--- config.mk ---
export PLATFORM = sky130hd
export DESIGN_NAME = stream_extremum_finder
export DESIGN_NICKNAME = d
export VERILOG_FILES = /design/src/rtl/stream_extremum_finder.sv
export SDC_FILE = /design/constraint.sdc
export NUM_CORES = 1
export LEC_CHECK = 0
export CELL_PAD_IN_SITES_DETAIL_PLACEMENT = 0
export CELL_PAD_IN_SITES_GLOBAL_PLACEMENT = 1
export CORE_ASPECT_RATIO = 0.9
export CORE_MARGIN = 2
export CORE_UTILIZATION = 36
export DETAILED_ROUTE_END_ITERATION = 8
export PLACE_DENSITY = 0.74
export SYNTH_ARGS = -nofsm -noshare
export SYNTH_HDL_FRONTEND = slang
export SYNTH_SLANG_ARGS = --single-unit
--- constraint.sdc ---
create_clock -name clk -period 2.35 [get_ports clk]
set_clock_uncertainty 0.1 [all_clocks]
set_input_delay 0.235 -clock clk [delete_from_list [all_inputs] [get_ports clk]]
set_output_delay 0.235 -clock clk [all_outputs]
set_load 0.005 [all_outputs]
--- src/rtl/stream_extremum_finder.sv ---
`default_nettype none
// ============================================================================
// Module   : stream_extremum_finder
// Purpose  : Scans FRAME_LEN samples from a valid/ready stream. It reports the
//            frame maximum or minimum and the index where that value first
//            appears. Comparison is unsigned or two's complement.
// Revision : 1.0 - initial release
// ============================================================================
module stream_extremum_finder #(
  parameter int WIDTH     = 4,
  parameter int FRAME_LEN = 4,
  parameter bit SIGNED    = 1'b0,
  parameter int IDX_W     = (FRAME_LEN > 1) ? $clog2(FRAME_LEN) : 1
) (
  input  logic             clk,
  input  logic             rst_n,
  input  logic             clear,
  input  logic             mode_min,
  input  logic             in_valid,
  input  logic [WIDTH-1:0] in_data,
  output logic             in_ready,
  output logic             busy,
  output logic [WIDTH-1:0] res_val,
  output logic [IDX_W-1:0] res_idx,
  output logic             res_mode,
  output logic             out_valid
);

  localparam logic [1:0] c_IDLE  = 2'd0;
  localparam logic [1:0] c_ACCUM = 2'd1;
  localparam logic [1:0] c_DONE  = 2'd2;
  localparam int         c_LAST  = FRAME_LEN - 1;

  logic [1:0]       state_q, state_d;
  logic [IDX_W:0]   cnt_q, cnt_d;
  logic [WIDTH-1:0] best_q, best_d;
  logic [IDX_W-1:0] best_idx_q, best_idx_d;
  logic             mode_q, mode_d;
  logic [WIDTH-1:0] res_val_q, res_val_d;
  logic [IDX_W-1:0] res_idx_q, res_idx_d;
  logic             res_mode_q, res_mode_d;

  logic w_gt;
  logic w_lt;
  logic w_better;
  logic w_last;

  // Sample-versus-best ordering, chosen once by the SIGNED parameter.
  generate
    if (SIGNED) begin : g_signed
      assign w_gt = $signed(in_data) > $signed(best_q);
      assign w_lt = $signed(in_data) < $signed(best_q);
    end else begin : g_unsigned
      assign w_gt = in_data > best_q;
      assign w_lt = in_data < best_q;
    end
  endgenerate

  // Strict comparison only, so ties keep the earliest index.
  assign w_better = mode_q ? w_lt : w_gt;
  assign w_last   = (cnt_q == c_LAST[IDX_W:0]);

  assign in_ready  = (state_q != c_DONE);
  assign busy      = (state_q == c_ACCUM);
  assign out_valid = (state_q == c_DONE);
  assign res_val   = res_val_q;
  assign res_idx   = res_idx_q;
  assign res_mode  = res_mode_q;

  // Next-state logic: clear outranks in_valid, and DONE always publishes.
  always_comb begin
    state_d    = state_q;
    cnt_d      = cnt_q;
    best_d     = best_q;
    best_idx_d = best_idx_q;
    mode_d     = mode_q;
    res_val_d  = res_val_q;
    res_idx_d  = res_idx_q;
    res_mode_d = res_mode_q;
    case (state_q)
      c_IDLE: begin
        if (clear) begin
          cnt_d = '0;
        end else if (in_valid) begin
          best_d     = in_data;
          best_idx_d = '0;
          cnt_d      = {{IDX_W{1'b0}}, 1'b1};
          mode_d     = mode_min;
          if (FRAME_LEN == 1) begin
            // A one-sample frame is complete as soon as it is accepted.
            state_d    = c_DONE;
            res_val_d  = in_data;
            res_idx_d  = '0;
            res_mode_d = mode_min;
          end else begin
            state_d = c_ACCUM;
          end
        end
      end
      c_ACCUM: begin
        if (clear) begin
          state_d = c_IDLE;
          cnt_d   = '0;
        end else if (in_valid) begin
          if (w_better) begin
            best_d     = in_data;
            best_idx_d = cnt_q[IDX_W-1:0];
          end
          cnt_d = cnt_q + 1'b1;
          if (w_last) begin
            // Publish the post-update best so the result is visible in DONE.
            state_d    = c_DONE;
            res_val_d  = w_better ? in_data : best_q;
            res_idx_d  = w_better ? cnt_q[IDX_W-1:0] : best_idx_q;
            res_mode_d = mode_q;
          end
        end
      end
      c_DONE: begin
        state_d = c_IDLE;
        cnt_d   = '0;
      end
      default: begin
        state_d = c_IDLE;
      end
    endcase
  end

  // State registers with asynchronous active-low reset.
  always_ff @(posedge clk or negedge rst_n) begin
    if (!rst_n) begin
      state_q    <= c_IDLE;
      cnt_q      <= '0;
      best_q     <= '0;
      best_idx_q <= '0;
      mode_q     <= 1'b0;
      res_val_q  <= '0;
      res_idx_q  <= '0;
      res_mode_q <= 1'b0;
    end else begin
      state_q    <= state_d;
      cnt_q      <= cnt_d;
      best_q     <= best_d;
      best_idx_q <= best_idx_d;
      mode_q     <= mode_d;
      res_val_q  <= res_val_d;
      res_idx_q  <= res_idx_d;
      res_mode_q <= res_mode_d;
    end
  end

endmodule
`default_nettype wire

== Word level (Yosys, flattened, before mapping) ==
Cells that the tools add are included.
Word-level totals
  register bits: 19
  latch bits: 0
  memory bits (writable): 0
  bits in read-only memories: 0
  input bits: 9
  memories: 0
Cells by class
  $add $sub $neg: 1
  multiply operators: 0
  divide/modulo/power cells: 0
  magnitude comparators: 2
  equal/unequal tests: 11
  shift operators: 0
  mux-type cells: 24
  bitwise logic cells: 1
  reductions and logical operators: 8
Operators by type and width (count)
  $mux 2: 10
  $mux 4: 5
  $mux 3: 4
  $ne 2x2->1 const B: 5
  $pmux 3 s3: 1
  $pmux 2 s2: 2
  $pmux 4 s2: 1
  $reduce_and 4->1: 2
  $ne 3x3->1 const B: 2
  $reduce_and 3->1: 2
  $reduce_and 5->1: 1
  $gt 4x4->1: 1
  $lt 4x4->1: 1
  $add 3x1->3 const B: 1
  $eq 3x2->1 const B: 1
  $ne 3x2->1 const B: 1
  $reduce_bool 3->1: 1
  $eq 2x1->1 const B: 1
  $eq 2x2->1 const B: 1
  $logic_not 2->1: 1
  $reduce_bool 2->1: 1
  $mux 1: 1
  $not 1->1: 1

== Depth between registers and ports, before layout ==
Gate-level depths: netlist of the first run.
  depth after elaboration: 6
  mapped depth: 9

== Worst setup path before layout of the first run ==
OpenSTA, ideal clock, no wires.
  kind: register to register
  from: reg best_q[1]
  to: reg best_q[0]
  arrival: 2045 ps
  data required time: 2125 ps
  slack: 80 ps
  stages on the path, launching flop included: 9
  path buffers: 1
  period minus slack after synthesis: 2270 ps
  path through: dfrtp_1 inv_1 ha_1 nor2b_1 o211a_1 or3b_1 buf_6 a31o_4 mux2_4
Between the ends
  cells in the longest elaborated chain, start to end: 6
  elaborated cells between the ends (all ways): 7
  classes of those cells: 2 x order compare; 5 x mux
RTL lines
  start, declared: RTL line 36  | logic [WIDTH-1:0] best_q, best_d;
  start signal, assigned: RTL line 143  | best_q <= best_d;
  $gt 4x4->1 or $lt 4x4->1 (tied branches): RTL line 54, 55
  $mux 1 (*): RTL line 60  | assign w_better = mode_q ? w_lt : w_gt;
  $mux 4 (*) (3 in a row)
  $pmux 4 s2 (*)
Every way passes the cells marked *; elsewhere a longest branch is shown, timed or not. The select of a mux whose other input is x is not followed.
A chain may end at the register's enable or synchronous reset.

== Worst setup path in the final report of the first run ==
  from: reg best_q[1]
  to: reg best_q[2]
The elaborated chain is that of the path after synthesis.

==> results of run 1 <==
area by class of cell:
class,instances,area [um^2]
clock buffer,4,26.28
fill,274,1403
inverter,10,37.54
multi-input combinational,66,538.0
sequential,19,475.5
tap,40,50.05
timing repair buffer,29,262.8
worst paths after layout:
kind / to / from / slack (ns) / cells after the start
max reg2reg: best_q[2] / best_q[1] / 0.11 / 7
max in group asynchronous: res_val[1] / rst_n / 1.79 / 2
min in group clk: res_mode / res_mode / 0.39 / 2
min reg2reg: res_mode / res_mode / 0.39 / 2
max: best_q[2] / best_q[1] / 0.11 / 7
min: state_q[1] / rst_n / 0.16 / 2
cells in the final DEF (no fill, tap or decap):
cell / n
nor3_1: 1
nand2_1: 11
and3_4: 1
or3b_4: 1
dfrtp_1: 19
o21ai_0: 7
nand2b_1: 1
mux2_2: 2
clkbuf_1: 1
ha_1: 10
a211oi_1: 2
buf_4: 11
a21o_1: 1
a221o_1: 6
nand4b_1: 1
and2_1: 1
a32o_1: 2
a21oi_1: 6
a31o_4: 1
nand4_1: 1
nor2b_1: 3
mux2_4: 4
o21ai_1: 1
o211a_1: 1
inv_1: 10
clkbuf_4: 3
a41oi_1: 1
and3_1: 1
clkdlybuf4s50_1: 18
per-stage QoR:
step	TNS (ns)	util, %	worst slack [ns]	instances	power, W
2_1_floorplan	0	-	0.08011	98	0.0008526
5_1_grt	0	49.78	0.01413	168	0.001371
6_report	0	49.78	0.1105	168	0.001271
3_3_place_gp	-1.748	48.48	-0.2065	163	0.001062
4_1_cts	0	49.69	0.01562	168	0.001265
3_5_place_dp	-2.212	48.48	-0.2430	163	0.001079
cell usage after synthesis, drive strengths merged:
cell    number
nor3         1
a31o         1
a41oi        1
dfrtp       19
and2         1
nand2       11
mux2         6
nor2b        3
nand4b       1
clkbuf       1
a221o        6
and3         2
o21ai        8
or3b         1
a21oi        6
o211a        1
a21o         1
a211oi       2
nand4        1
buf          2
a32o         2
ha          10
nand2b       1
inv         10
kinds of logic (layout without fill, tap and decap cells):
| logic type | count (synthesis) | in the layout | synth area share [%] |
|---|---|---|---|
| buffers and inverters | 13 | 43 | 5.937 |
| AND/OR/NAND/NOR | 22 | 22 | 11.06 |
| multiplexers | 6 | 6 | 7.683 |
| AO/OA/AOI/OAI | 28 | 28 | 19.44 |
| adder cells (fa/ha/maj) | 10 | 10 | 11.64 |
| flip-flops | 19 | 19 | 44.24 |
worst register-to-register path, stage by stage (launching register included):
cell	delay [ns]
dfrtp_1	0.39
inv_1	0.05
ha_1	0.28
nor2b_1	0.13
o211a_1	0.21
or3b_4	0.40
a31o_4	0.27
mux2_4	0.30
routing by layer:
| layer | wire [um] | GRT usage, % | share of wire (%) | vias up |
|---|---|---|---|---|
| li1 | - | - | - | 415 |
| met1 | 1216 | 21.59 | 53 | 397 |
| met2 | 1016 | 21.50 | 44 | 14 |
| met3 | 52 | 3.488 | 2.2 | 2 |
| met4 | 27 | 4.559 | 1.2 | 0 |
| met5 | 0 | 0 | 0 | - |
timing repair:
item	CTS	global route
pin swaps	0	2
resized for setup	0	1
setup endpoints to repair	4	9
endpoints found under the hold margin	0	0
buffers inserted	1	0
report_power, final:
group / switching [W] / leakage, nW / internal (W)
Combinational: 0.000270 / 0.389 / 0.000336
Clock: 0.000107 / 0.0150 / 0.0000660
Sequential: 0.0000743 / 0.250 / 0.000418
registers in the layout (all words and copies together) (netlist names):
name        cells
best_q          4
res_val         4
mode_q          1
best_idx_q      2
res_mode        1
state_q         2
res_idx         2
cnt_q           3
==> impl_metrics.toml, run 1 <==
[critical_path]
cp_top_family = "simple AND/OR/NAND/NOR gates"
cp_data_required_time_ns = 2.44
critical_path_class = "flop to flop"
cpMaxStageDelayCell = "or3b_4"
cp_max_fo = 6
arrival_ns = 2.33
critical-path-max-stage-delay_ns = 0.40
cp.buffers_inverters = 1
end_kind = "flop"
path_cells = "inv_1 > ha_1 > nor2b_1 > o211a_1 > or3b_4 > a31o_4 > mux2_4"
critPathLaunchType = "flop"

[drt]
drt_pass1_iterations = 4
wl_mm = 2.314
drt-initial-drc-count = 22
drcViolationCount = 0
wire_per_inst_um = 13.77
ant_nets = 0
vias = 828
via_per_inst = 4.929

[floorplanning]
core-area_um2 = 2793
chipWidth_um = 61.60
std_cell_rows = 18
die_h_um = 55.84
num_io_pins = 19
fp.dieArea_um2 = 3439
start_util_pct = 38.49

[timing]
min_period_over_period_pct = 95.30
rsz0062_at_grt = "no"
hold_viol_final = 0
setup_violations = 0
min_period_ns = 2.240
tightest_slew_ns = 0.3545
final_max_slew_viol_count = 0
maxSlewHeadroom_pct = 76.31
clock.fmax_mhz = 446.5
holdWs_ns = 0.1617

[layout]
drive_gt1_share_pct = 17.97
nets = 148
syn_to_final_growth_pct = 29.34
diodes = 0
design_area_um2 = 1390

[synth]
yosys_register_bits = 19
syn_inst = 98
ys_top_cells_by_area = "dfrtp_1 44%, ha_1 12%, a221o_1 5.6%, mux2_4 5.6%, nand2_1 3.8%"
yosysSeqAreaShare_pct = 44.24
synth.largest_area_cell = "dfrtp_1"
synth_area_um2 = 1075
ys.warnings.count = 0
synth_nets = 117
synth_top_area_share_pct = 44.24
synth.avg_cell_area_um2 = 10.97
yosysUniqueCellTypes = 27

[global_routing]
grt-ovfl-total = 0
grt_usage_pct = 14.84
grt_max_degree = 20
grt_antenna_before_repair = 0
grt_pass1_wl_mm = 3.781
grt_pass1_vias = 770

[place]
hpwl_mm = 1.750
gp_congestion = 0.7861
place.port_buffers = 18
placed_cell_area_um2 = 1354

[pwr]
ir_drop_mv = 0.4100
power_density_nw_per_um2 = 914.4
p_leak_nw = 0.6536

[flow_run]
drv_cap = 0

[cts]
path_clk_slew_ns = 0.12
clockBufferDepth = 2
numCtsBuffers = 3
clkLatencyLatePin_ns = 0.29
ctsHoldBuffers = 0
root_buffer = "clkbuf_4"
htreeDepth = 1
clock_sinks = 19
cts_tree = "yes"

[status]
status = "complete, no violations"

[min_path]
hold_class = "input port to asynchronous set/reset pin"
Power figures use the tool's default switching activity.
==> inputs of run 2 (changes only) <==
CORE_ASPECT_RATIO = 1.4   (was 0.9)
==> run 2 against run 1 <==
- die area grew 0.17%
- largest power group unchanged
- count of clock-buffer cells in the layout did not move
- wire length decreased by 2.6%
- sequential cell count stayed put
- clock power increased by 28%
==> impl_metrics.toml, run 2 (same netlist as run 1, synthesis figures left out) <==
[status]
status = "complete, no violations"

[layout]
nets = 150
diodes = 0
drive_gt1_share_pct = 19.23
fill_cells = 266
ff_latch_area_um2 = 475.5
final_common_cell = "dfrtp_1"
syn_to_final_growth_pct = 32.13
design_area_um2 = 1420
multi_input_area_um2 = 538.0
final_util_pct = 49.85
final_cell_mix = "19 x dfrtp_1, 18 x clkdlybuf4s50_1, 13 x buf_4, 11 x nand2_1"
final_cells = 167

[timing]
min_period_ns = 2.318
rsz0062_at_grt = "no"
maxSlewHeadroom_pct = 74.65
hold_viol_final = 0
final_max_slew_viol_count = 0
min_period_over_period_pct = 98.62
clock.fmax_mhz = 431.5
setup_violations = 0
timing.final.ws_setup_ns = 0.03246
tightest_slew_ns = 0.3794

[critical_path]
r2r_setup_slack_ns = 0.08
cp_top_family = "simple AND/OR/NAND/NOR gates"
critPathLaunchType = "input port"
critical-path-max-stage-delay_ns = 0.43
cp.depth = 7
cp.buffers_inverters = 1
cpMaxStageDelayCell = "clkdlybuf4s50_1"
rr_worst_depth = 7
timing.rr.end = "best_q[1]"
reg2reg_from = "best_q[1]"
cp_max_fo = 6
arrival_ns = 2.35
critical_path_class = "input port to flop"
end_kind = "flop"
cp_data_required_time_ns = 2.39
path_cells = "clkdlybuf4s50_1 > ha_1 > nor2b_1 > o211a_1 > or3b_4 > a31o_4 > mux2_4"

[floorplanning]
std_cell_rows = 23
chipWidth_um = 50.18
start_util_pct = 37.73
fp.dieArea_um2 = 3445
die_h_um = 68.65
num_io_pins = 19
core-area_um2 = 2849

[cts]
cts_setup_buffers = 0
cts_tree = "yes"
clkLatencyLatePin_ns = 0.25
cts.repair.resized = 0
path_clk_slew_ns = 0.07
htreeDepth = 1
ctsHoldBuffers = 0
clock_sinks = 19
root_buffer = "clkbuf_8"
clockBufferDepth = 2
numCtsBuffers = 3

[global_routing]
grt_antenna_before_repair = 0
grt_pass1_wl_mm = 4.022
grt_usage_pct = 15.45
grt-ovfl-total = 0
grt_pass1_vias = 925
grt_max_degree = 20

[drt]
drt_pass1_iterations = 3
wire_per_inst_um = 13.50
wl_met3_um = 47
vias = 847
drcViolationCount = 0
wl_met2_mm = 1.157
drt-initial-drc-count = 12
via_per_inst = 5.072
ant_nets = 0
wl_met1_mm = 1.025
wl_mm = 2.254
dr.max_layer_used = "met4"

[place]
placed_cell_area_um2 = 1373
post-place-ws_ns = -0.2614
place.port_buffers = 18
dp_cells = 163
gp_congestion = 0.7747
hpwl_mm = 1.775

[flow_run]
drv_cap = 0

[min_path]
hold_class = "input port to asynchronous set/reset pin"

[pwr]
power_density_nw_per_um2 = 937.3
ir_drop_mv = 0.4994
p_leak_nw = 0.6712
total_power_w = 0.001331
==> run 2: cell count changes in the layout (fill, tap and decap cells not counted), sizes merged <==
cell / change
buf: +2
==> run 2: how the worst max path moves through the flow <==
stage | endpoint | slack, ns | from
after floorplan | best_q[0] | 0.08 | best_q[1]
after global placement | best_q[0] | -0.21 | in_data[1]
after detailed placement | best_q[1] | -0.26 | in_data[1]
after CTS | best_q[1] | 0.005 | in_data[1]
after global routing | best_q[1] | 0.01 | in_data[1]
final | best_q[1] | 0.03 | in_data[1]
==> run 2: layout make-up <==
type	instances	area share [%]
tap	37	3.260
multi-input combinational	66	37.89
timing repair buffer	31	19.56
sequential	19	33.48
inverter	10	2.643
clock buffer	4	3.172
==> run 2: power breakdown <==
group	total, W	switching, W	internal (W)
sequential	0.000487	0.0000683	0.000419
combinational	0.000622	0.000275	0.000347
clock	0.000222	0.000102	0.000120
total	0.00133	0.000445	0.000886
==> run 2: per-layer routing <==
metal	up-vias	global-route usage, %
li1	420	-
met1	413	17.39
met2	12	28.62
met3	2	1.940
met4	0	7.639
met5	-	0
==> run 2: stage by stage <==
stage               hold slack (ns)  setup TNS (ns)
global route                 0.2554               0
CTS                          0.2174               0
floorplan                   -0.1606               0
global placement             0.3600          -1.910
finish                       0.2153               0
detailed placement           0.3690          -2.294
==> inputs of run 3 (changes only) <==
GPL_TIMING_DRIVEN = 1   (was default)
clock period = 1.9 ns   (was 2.35 ns; I/O delays follow)
==> run 3 against run 2 <==
- the run now ends with negative setup slack left
- sequential share of layout area down 3.1 points
- worst setup slack got worse by 0.35 ns
- cell area up 10%
- non-clock buffer count increased by 14
- sequential power increased by 23%
- critical path depth unchanged
- highest routed layer unchanged
- sequential cell count unchanged
- first-iteration DRC count grew 17%
- final cell count rose by 8.4%
- clock power is 22% higher
- utilization increased by 5.1 points
==> impl_metrics.toml, run 3 (same netlist as run 1, synthesis figures left out) <==
[status]
status = "finished, violations left"
violations = "negative setup slack"

[layout]
design_area_um2 = 1564
diodes = 0
nets = 164
final_cells = 181
fill_cells = 255
final_util_pct = 54.90
final_cell_mix = "27 x buf_4, 19 x dfrtp_1, 17 x clkdlybuf4s50_1, 10 x nand2_1"
syn_to_final_growth_pct = 45.52
final_common_cell = "buf_4"
drive_gt1_share_pct = 31.94

[pwr]
p_comb_share_pct = 52.4
ir_drop_mv = 0.7513
seq_power_share_pct = 32.8
p_leak_nw = 0.7547
power_density_nw_per_um2 = 1163
p_switching_w = 0.0006011
sw_frac_of_total_pct = 33.03
power.share.clock_pct = 14.8
p_int_w = 0.001219

[critical_path]
cp.buffers_inverters = 1
cp_data_required_time_ns = 1.93
end_kind = "flop"
path_cells = "inv_2 > ha_4 > nor2b_4 > o211a_1 > or3b_4 > a31o_4 > mux2_4"
cp_max_fo = 6
arrival_ns = 2.25
cp_top_family = "simple AND/OR/NAND/NOR gates"
critical_path_class = "flop to flop"
cpMaxStageDelayCell = "or3b_4"
critPathLaunchType = "flop"
critical-path-max-stage-delay_ns = 0.42

[timing]
rsz0062_at_grt = "yes"
setup_violations = 12
min_period_ns = 2.216
min_period_over_period_pct = 116.6
clock.fmax_mhz = 451.2
maxSlewHeadroom_pct = 81.30
tightest_slew_ns = 0.2776
hold_viol_final = 0
setup-tns-final_ns = -3.097
final_max_slew_viol_count = 0
timing.final.ws_setup_ns = -0.3162

[floorplanning]
fp.dieArea_um2 = 3445
std_cell_rows = 23
num_io_pins = 19
start_util_pct = 37.73
core-area_um2 = 2849
chipWidth_um = 50.18
die_h_um = 68.65

[drt]
drt_pass1_iterations = 4
drt-initial-drc-count = 14
ant_nets = 0
wire_per_inst_um = 13.03
drcViolationCount = 0
vias = 901
via_per_inst = 4.978
wl_mm = 2.359

[cts]
htreeDepth = 1
ctsHoldBuffers = 0
clkLatencyLatePin_ns = 0.25
cts_tree = "yes"
clock_sinks = 19
path_clk_slew_ns = 0.07
numCtsBuffers = 3
root_buffer = "clkbuf_8"
clockBufferDepth = 2

[place]
placed_cell_area_um2 = 1448
hpwl_mm = 1.798
dp_cells = 173
post-place-ws_ns = -0.6110
gp_congestion = 0.8218
place.port_buffers = 18

[global_routing]
grt_antenna_before_repair = 0
grt_pass1_wl_mm = 4.022
grt_pass1_vias = 975
grt_max_degree = 20
grt_usage_pct = 15.28
grt-ovfl-total = 0

[min_path]
hold_class = "input port to asynchronous set/reset pin"

[flow_run]
drv_cap = 0
==> run 3: final cells by class <==
class                   count  area [um^2]  area share (%)
multi-input cells          66        574.3           36.72
repair buffers             45        385.4           24.64
clock buffers               4        45.04           2.880
well taps                  37        46.29           2.960
inverters                  10        37.54           2.400
flip-flops and latches     19        475.5           30.40
==> run 3: per-stage QoR <==
step | hold WS [ns] | total power [W]
after global placement | 0.3585 | 0.001393
after CTS | 0.1873 | 0.001728
after floorplan | -0.2056 | 0.001055
final | 0.1719 | 0.001820
after detailed placement | 0.3743 | 0.001413
after global routing | 0.2000 | 0.001957
==> run 3: timing repair <==
item | CTS | global route
setup buffers | 2 | 2
hold endpoints to repair | 0 | 0
resized for setup | 1 | 8
pin swaps | 2 | 2
endpoints found under the setup margin | 12 | 14
==> run 3: layer usage <==
| layer | vias to the layer above | share of wire, % | GRT usage, % |
|---|---|---|---|
| met4 | 0 | 0.81 | 5.903 |
| met5 | - | 0 | 0 |
| met2 | 17 | 53 | 29.77 |
| met1 | 437 | 43 | 16.91 |
| li1 | 445 | - | - |
| met3 | 2 | 2.7 | 1.509 |
==> run 3: power by group through the flow <==
stage / sequential (W) / clock, W / combinational [W]
floorplan: 0.000592 / 0 / 0.000462
global placement: 0.000596 / 0 / 0.000796
detailed placement: 0.000601 / 0 / 0.000812
CTS: 0.000595 / 0.000277 / 0.000856
global route: 0.000610 / 0.000297 / 0.00105
finish: 0.000597 / 0.000270 / 0.000953
==> run 3: path summary, 6_finish.rpt <==
check                      slack [ns]  startpoint         to  cells after the start
max reg2reg                     -0.32   best_q[1]  best_q[0]                      7
max in group asynchronous        1.32       rst_n  best_q[3]                      2
min reg2reg                      0.38    res_mode   res_mode                      2
max                             -0.32   best_q[1]  best_q[0]                      7
min                              0.17       rst_n   res_mode                      2
min in group clk                 0.30  in_data[1]  best_q[1]                      3
